$ cat src/rtl/reset_sequencer.sv
// Power-up reset sequencer: releases per-stage resets in order with a ready
// handshake per stage, a software-requested re-sequence and sticky timeout fault.
module reset_sequencer #(
  parameter int unsigned NUM_STAGES    = 4,
  parameter int unsigned STAGE_DELAY   = 16,
  parameter int unsigned READY_TIMEOUT = 255,
  parameter int unsigned CNT_W         = 8,
  localparam int unsigned IDX_W        = (NUM_STAGES > 1) ? $clog2(NUM_STAGES) : 1
) (
  input  logic                  clk_25,
  input  logic                  sys_reset_n,
  input  logic                  soft_req,
  input  logic [NUM_STAGES-1:0] stage_ready,
  output logic [NUM_STAGES-1:0] stage_reset,
  output logic                  all_up,
  output logic                  busy,
  output logic                  timeout_err,
  output logic [IDX_W-1:0]      fail_stage
);

  localparam logic [CNT_W-1:0] DELAY_LAST   = CNT_W'(STAGE_DELAY - 1);
  localparam logic [CNT_W-1:0] TIMEOUT_LAST = CNT_W'(READY_TIMEOUT - 1);
  localparam logic [IDX_W-1:0] LAST_IDX     = IDX_W'(NUM_STAGES - 1);

  typedef enum logic [2:0] {
    ST_ASSERT   = 3'd0,
    ST_WAIT_RDY = 3'd1,
    ST_GAP      = 3'd2,
    ST_RUN      = 3'd3,
    ST_SHUTDOWN = 3'd4,
    ST_FAULT    = 3'd5
  } state_e;

  state_e                state_q, state_d;
  logic [CNT_W-1:0]      cnt_q, cnt_d;
  logic [IDX_W-1:0]      idx_q, idx_d;
  logic [NUM_STAGES-1:0] stage_reset_q, stage_reset_d;
  logic                  all_up_q, all_up_d;
  logic                  busy_q, busy_d;
  logic                  timeout_err_q, timeout_err_d;
  logic [IDX_W-1:0]      fail_stage_q, fail_stage_d;
  logic [IDX_W-1:0]      idx_inc;

  assign idx_inc = idx_q + IDX_W'(1);

  always_comb begin
    state_d       = state_q;
    cnt_d         = cnt_q;
    idx_d         = idx_q;
    stage_reset_d = stage_reset_q;
    all_up_d      = 1'b0;
    busy_d        = 1'b1;
    timeout_err_d = timeout_err_q;
    fail_stage_d  = fail_stage_q;

    case (state_q)
      ST_ASSERT: begin
        stage_reset_d = '1;
        if (cnt_q == DELAY_LAST) begin
          stage_reset_d[idx_q] = 1'b0;
          cnt_d                = '0;
          state_d              = ST_WAIT_RDY;
        end else begin
          cnt_d = cnt_q + CNT_W'(1);
        end
      end

      ST_WAIT_RDY: begin
        if (stage_ready[idx_q]) begin
          cnt_d = '0;
          if (idx_q == LAST_IDX) begin
            state_d  = ST_RUN;
            all_up_d = 1'b1;
            busy_d   = 1'b0;
          end else begin
            state_d = ST_GAP;
          end
        end else if (cnt_q == TIMEOUT_LAST) begin
          state_d       = ST_FAULT;
          timeout_err_d = 1'b1;
          fail_stage_d  = idx_q;
          stage_reset_d = '1;
          busy_d        = 1'b0;
        end else begin
          cnt_d = cnt_q + CNT_W'(1);
        end
      end

      ST_GAP: begin
        if (cnt_q == DELAY_LAST) begin
          idx_d                  = idx_inc;
          stage_reset_d[idx_inc] = 1'b0;
          cnt_d                  = '0;
          state_d                = ST_WAIT_RDY;
        end else begin
          cnt_d = cnt_q + CNT_W'(1);
        end
      end

      ST_RUN: begin
        all_up_d = 1'b1;
        busy_d   = 1'b0;
        if (soft_req) begin
          stage_reset_d[LAST_IDX] = 1'b1;
          all_up_d                = 1'b0;
          busy_d                  = 1'b1;
          idx_d                   = LAST_IDX - IDX_W'(1);
          state_d                 = ST_SHUTDOWN;
        end
      end

      // Re-assert from the top stage down, one stage per cycle.
      ST_SHUTDOWN: begin
        stage_reset_d[idx_q] = 1'b1;
        if (idx_q == '0) begin
          cnt_d   = '0;
          state_d = ST_ASSERT;
        end else begin
          idx_d = idx_q - IDX_W'(1);
        end
      end

      ST_FAULT: begin
        stage_reset_d = '1;
        busy_d        = 1'b0;
        if (soft_req) begin
          timeout_err_d = 1'b0;
          fail_stage_d  = '0;
          idx_d         = '0;
          cnt_d         = '0;
          busy_d        = 1'b1;
          state_d       = ST_ASSERT;
        end
      end

      default: begin
        state_d       = ST_ASSERT;
        cnt_d         = '0;
        idx_d         = '0;
        stage_reset_d = '1;
      end
    endcase
  end

  always_ff @(posedge clk_25 or negedge sys_reset_n) begin
    if (!sys_reset_n) begin
      state_q       <= ST_ASSERT;
      cnt_q         <= '0;
      idx_q         <= '0;
      stage_reset_q <= '1;
      all_up_q      <= 1'b0;
      busy_q        <= 1'b1;
      timeout_err_q <= 1'b0;
      fail_stage_q  <= '0;
    end else begin
      state_q       <= state_d;
      cnt_q         <= cnt_d;
      idx_q         <= idx_d;
      stage_reset_q <= stage_reset_d;
      all_up_q      <= all_up_d;
      busy_q        <= busy_d;
      timeout_err_q <= timeout_err_d;
      fail_stage_q  <= fail_stage_d;
    end
  end

  assign stage_reset = stage_reset_q;
  assign all_up      = all_up_q;
  assign busy        = busy_q;
  assign timeout_err = timeout_err_q;
  assign fail_stage  = fail_stage_q;

endmodule

$ cat config.mk
export PLATFORM = sky130hd
export DESIGN_NAME = reset_sequencer
export DESIGN_NICKNAME = d
export VERILOG_FILES = /design/src/rtl/reset_sequencer.sv
export SDC_FILE = /design/constraint.sdc
export NUM_CORES = 1
export LEC_CHECK = 0
export ABC_AREA = 1
export CORE_ASPECT_RATIO = 0.75
export CORE_MARGIN = 4
export CORE_UTILIZATION = 61
export DETAILED_ROUTE_END_ITERATION = 10
export PLACE_DENSITY = 0.84
export SLEW_MARGIN = 20
export SYNTH_ARGS = -nofsm -noshare
export SYNTH_HDL_FRONTEND = slang
export SYNTH_SLANG_ARGS = --single-unit
$ cat constraint.sdc
create_clock -name clk_25 -period 4.1 [get_ports clk_25]
set_input_delay 1.23 -clock clk_25 [delete_from_list [all_inputs] [get_ports clk_25]]
set_output_delay 1.23 -clock clk_25 [all_outputs]
set_load 0.1 [all_outputs]
== Word level (Yosys, flattened, before mapping) ==
Cells that the tools add are included.

* Register bits: 22
* Bits of input ports: 7
* Output and inout bits: 9
* Word-level logic and storage cells: 102

* Add/subtract/negate cells: 3
* Magnitude comparators: 4
* Eq/ne operators: 18
* Multiplexer cells: 48
* Bitwise gates (word level): 6
* Reductions and logical operators: 14

{| class="wikitable"
|+ Operators by type and width
! cell !! number
|-
| $mux 8 || 5
|-
| $pmux 8 s5 || 1
|-
| $pmux 3 s5 || 2
|-
| $mux 3 || 6
|-
| $mux 4 || 4
|-
| $reduce_and 4->1 || 4
|-
| $mux 1 || 15
|-
| $ne 2x2->1 const B || 7
|-
| $mux 2 || 6
|-
| $pmux 2 s5 || 1
|-
| $reduce_and 5->1 || 2
|-
| $add 8x1->8 const B || 1
|-
| $eq 8x4->1 const B || 1
|-
| $eq 8x8->1 const B || 1
|-
| $not 4->4 || 2
|-
| $eq 3x2->1 const B || 2
|-
| $eq 3x3->1 const B || 2
|-
| $lt 2x3->1 const B || 2
|-
| $ne 3x3->1 const B || 2
|-
| $pmux 1 s2 || 3
|-
| $reduce_or 2->1 || 3
|-
| $pmux 1 s5 || 1
|-
| $and 4x4->4 || 1
|-
| $demux 1 s2 || 2
|-
| other kinds (14) || 17
|}

== Logic depth before layout (Yosys ltp) ==
* Depth in word-level cells: 9
* Gate-level depth with buffers: 11
* Gate-level depth less buffers: 11

== Least setup slack after synthesis ==
Ideal clock, no wire load.

* Kind: reg-to-output
* Start point: reg fail_stage_q[0], in the netlist fail_stage[0]
* End point: out fail_stage[0]
* Arrival time: 0.898 ns
* Data required time: 2.870 ns
* Setup slack: 1.972 ns
* Stages on the path, launching flop included: 1
* Buffers on the path: 0
* Cell sequence: dfrtp_1

{| class="wikitable"
|+ RTL lines
! item !! line !! source
|-
| start, declared || 41 || <nowiki>logic [IDX_W-1:0] fail_stage_q, fail_stage_d;</nowiki>
|-
| start signal, assigned || 163 || <nowiki>fail_stage_q <= fail_stage_d;</nowiki>
|-
| end, declared || 18 || <nowiki>output logic [IDX_W-1:0] fail_stage</nowiki>
|}

No word-level cell between the ends.

== Worst setup path after layout ==
* Start point: reg busy_q, in the netlist busy
* End point: out busy

{| class="wikitable"
|+ RTL lines
! item !! line !! source
|-
| start, declared || 39 || <nowiki>logic busy_q, busy_d;</nowiki>
|-
| start signal, assigned || 161 || <nowiki>busy_q <= busy_d;</nowiki>
|-
| end, declared || 16 || <nowiki>output logic busy,</nowiki>
|}

No word-level cell between the ends.

==> impl_metrics.yaml <==
place:
  place_worst_setup_slack_ns: 1.26
  finalWeightedCongestion: 0.910
  portBuffers: 15
  dp_hpwl_um: 2820
logic_synthesis:
  ys_warn_count: 0
  ys.flop_type: "dfrtp_1"
  yosysSeqAreaShare_pct: 33.4
  synth_fp_nets: 247
  yosysTopAreaCell: "dfrtp_1"
  synth_area_um2: 1670
  async_flop_share_pct: 100
  synth_edf_count: 0
  postSynthCellCount: 234
  syn_area_per_cell_um2: 7.12
  ys_types: 30
  synth_seq_cells: 22
  synth_top_area_share_pct: 25.5
  yosys-top-cells-area: "dfrtp_1, nand2_1, nand3_1"
routing:
  wl_um: 3570
  vias_per_cell: 5.36
  wire_per_inst_um: 12.4
  vias: 1538
  ant_nets: 0
  drtIter0Drc: 138
  drc: 0
  drt_pre_antenna_iters: 4
clock_network:
  cts_root_buf: "clkbuf_4"
  postCtsHoldBufs: 0
  cts_buffers: 3
  htree_levels: 1
  clock_latency_ns: 0.30
  clock_sinks: 22
  cts_buffer_depth: 2
  post-cts-setup-buffer-count: 0
  cts_tree: "done"
  clk_pin_slew_ns: 0.11
  cts.repair.resized: 0
die:
  die_y_um: 53.3
  ioPinCount: 16
  core_um2: 2600
  rows: 16
  die_area_um2: 3640
  start_util_pct: 64.0
  die_x_um: 68.4
setup_path:
  start_kind: "register"
  critPathTopFamily: "buffers and inverters"
  end_kind: "output pin"
  worst-path-buf-inv: 1
  cp.arrival_ns: 1.95
  crit_fanout: 1
  required_ns: 2.87
  cp_slowest_stage_delay_ns: 1.12
  crit_chain: "clkdlybuf4s50_1"
  cp_slowest_cell: "clkdlybuf4s50_1"
  crit_type: "register to output pin"
pwr:
  peakVddDrop_uv: 516
  p_per_area_nw_per_um2: 716
  leakage_uw: 0.000944
  seqPwrFrac_pct: 28.7
  total_power_uw: 1330
  clock_power_share_pct: 7.4
  p_sw_share_pct: 56.8
  switchingPower_uw: 754
  internal_power_uw: 574
  pwr-share-comb_pct: 63.9
grt:
  grt_pass1_wl_um: 6190
  grt-ovfl-total: 0
  grt_max_degree: 23
  grt_usage_pct: 23.1
  antenna_found_initial: 0
  grt_pass1_vias: 1340
timing:
  worstMarginPinSlew_ns: 0.976
  drv_slew: 0
  period_needed_ns: 3.18
  hold_viol: 0
  fmax_mhz: 315
  setup_slack_ns: 0.922
  setup_viol: 0
  rsz0062_at_grt: "false"
  setup_tns_ns: 0
  relSlewSlack_pct: 34.8
  post-route-period-util_pct: 77.5
  fin_worst_skew_ns: 0.00197
layout:
  diodes: 0
  final_nets: 265
  drive_above_1_share_pct: 15.9
  syn2layout_area_growth_pct: 11.3
min_path:
  hold_class: "register to register"
run_status:
  status: "finished clean"
run:
  maxCapViolations: 0
[synth_stat cells, types with 2 or more instances]
library cell / instances
inv_1: 20
dfrtp_1: 17
nor2_4: 4
nand2_1: 87
nor2_1: 11
inv_4: 2
o21ai_1: 8
nor2_2: 3
ha_1: 6
a21oi_1: 2
nand4_1: 5
o21ai_0: 6
nand3_1: 29
inv_2: 4
dfstp_2: 5
nand3_2: 4
o211ai_1: 2
nand2_2: 4
nand3b_1: 3
nand2_4: 2
[cells in the final DEF (no fill, tap or decap), types with 6 or more instances in the layout]
master           synthesis  final
dfrtp_1                 17     17
ha_1                     6      6
nand2_1                 87     87
inv_1                   20     20
o21ai_0                  6      6
o21ai_1                  8      8
clkdlybuf4s50_1          0     10
nand3_1                 29     29
nor2_1                  11     11
[cells by family after synthesis]
family | Yosys count | synth area share, %
compound gates | 22 | 8.48
xor+xnor | 1 | 0.526
fa+ha+maj | 6 | 4.50
buf+inv | 28 | 7.28
flops | 22 | 33.4
simple gates | 155 | 45.8
[layer usage]
layer  share of wire, %  GRT usage [%]
met5                  0              0
met1                 52           34.7
met3                8.5           7.86
met2                 39           31.8
met4               0.34           3.96
[cell type report]
cell class	instances	area, um2
well taps	36	45.0
multi-input cells	184	988
inverters	26	103
flip-flops and latches	22	557
fillers	217	748
repair buffers	15	135
clock buffers	4	26.3
[per-stage QoR]
stage          hold slack, ns  cells  utilization, %  area, um2
6_report                0.492    287            71.3       1850
3_5_place_dp            0.461    283            70.4       1830
5_1_grt                 0.535    287            71.3       1850
2_1_floorplan           0.477    234               -       1670
4_1_cts                 0.493    287            71.4       1860
3_3_place_gp            0.467    283            70.4       1830
[sequential cells by signal (all words and copies together), names as in the netlist]
signal       flops
cnt_q            8
stage_reset      4
state_q          3
fail_stage       2
idx_q            2
all_up           1
busy             1
timeout_err      1
[worst paths after layout]
kind                                          from                          to  slack [ns]  cells past startpoint
max                                 busy$_DFF_PN1_                        busy        0.92                      1
min                        timeout_err$_DFFE_PN0P_     timeout_err$_DFFE_PN0P_        0.49                      2
max reg2reg                   idx_q[1]$_DFFE_PN0P_        cnt_q[6]$_DFFE_PN0P_        2.33                      9
min reg2reg                timeout_err$_DFFE_PN0P_     timeout_err$_DFFE_PN0P_        0.49                      2
max in group asynchronous              sys_reset_n  stage_reset[3]$_DFFE_PN1P_        2.88                      1
min in group asynchronous              sys_reset_n      state_q[2]$_DFFE_PN0P_        0.87                      1
[power by group through the flow]
stage | clock [uW] | combinational [uW] | sequential, uW
2_1_floorplan | 0 | 513 | 545
3_3_place_gp | 0 | 826 | 381
3_5_place_dp | 0 | 842 | 382
4_1_cts | 104 | 843 | 378
5_1_grt | 113 | 938 | 392
6_report | 98.8 | 848 | 381
(Power assumes the default switching activity.)
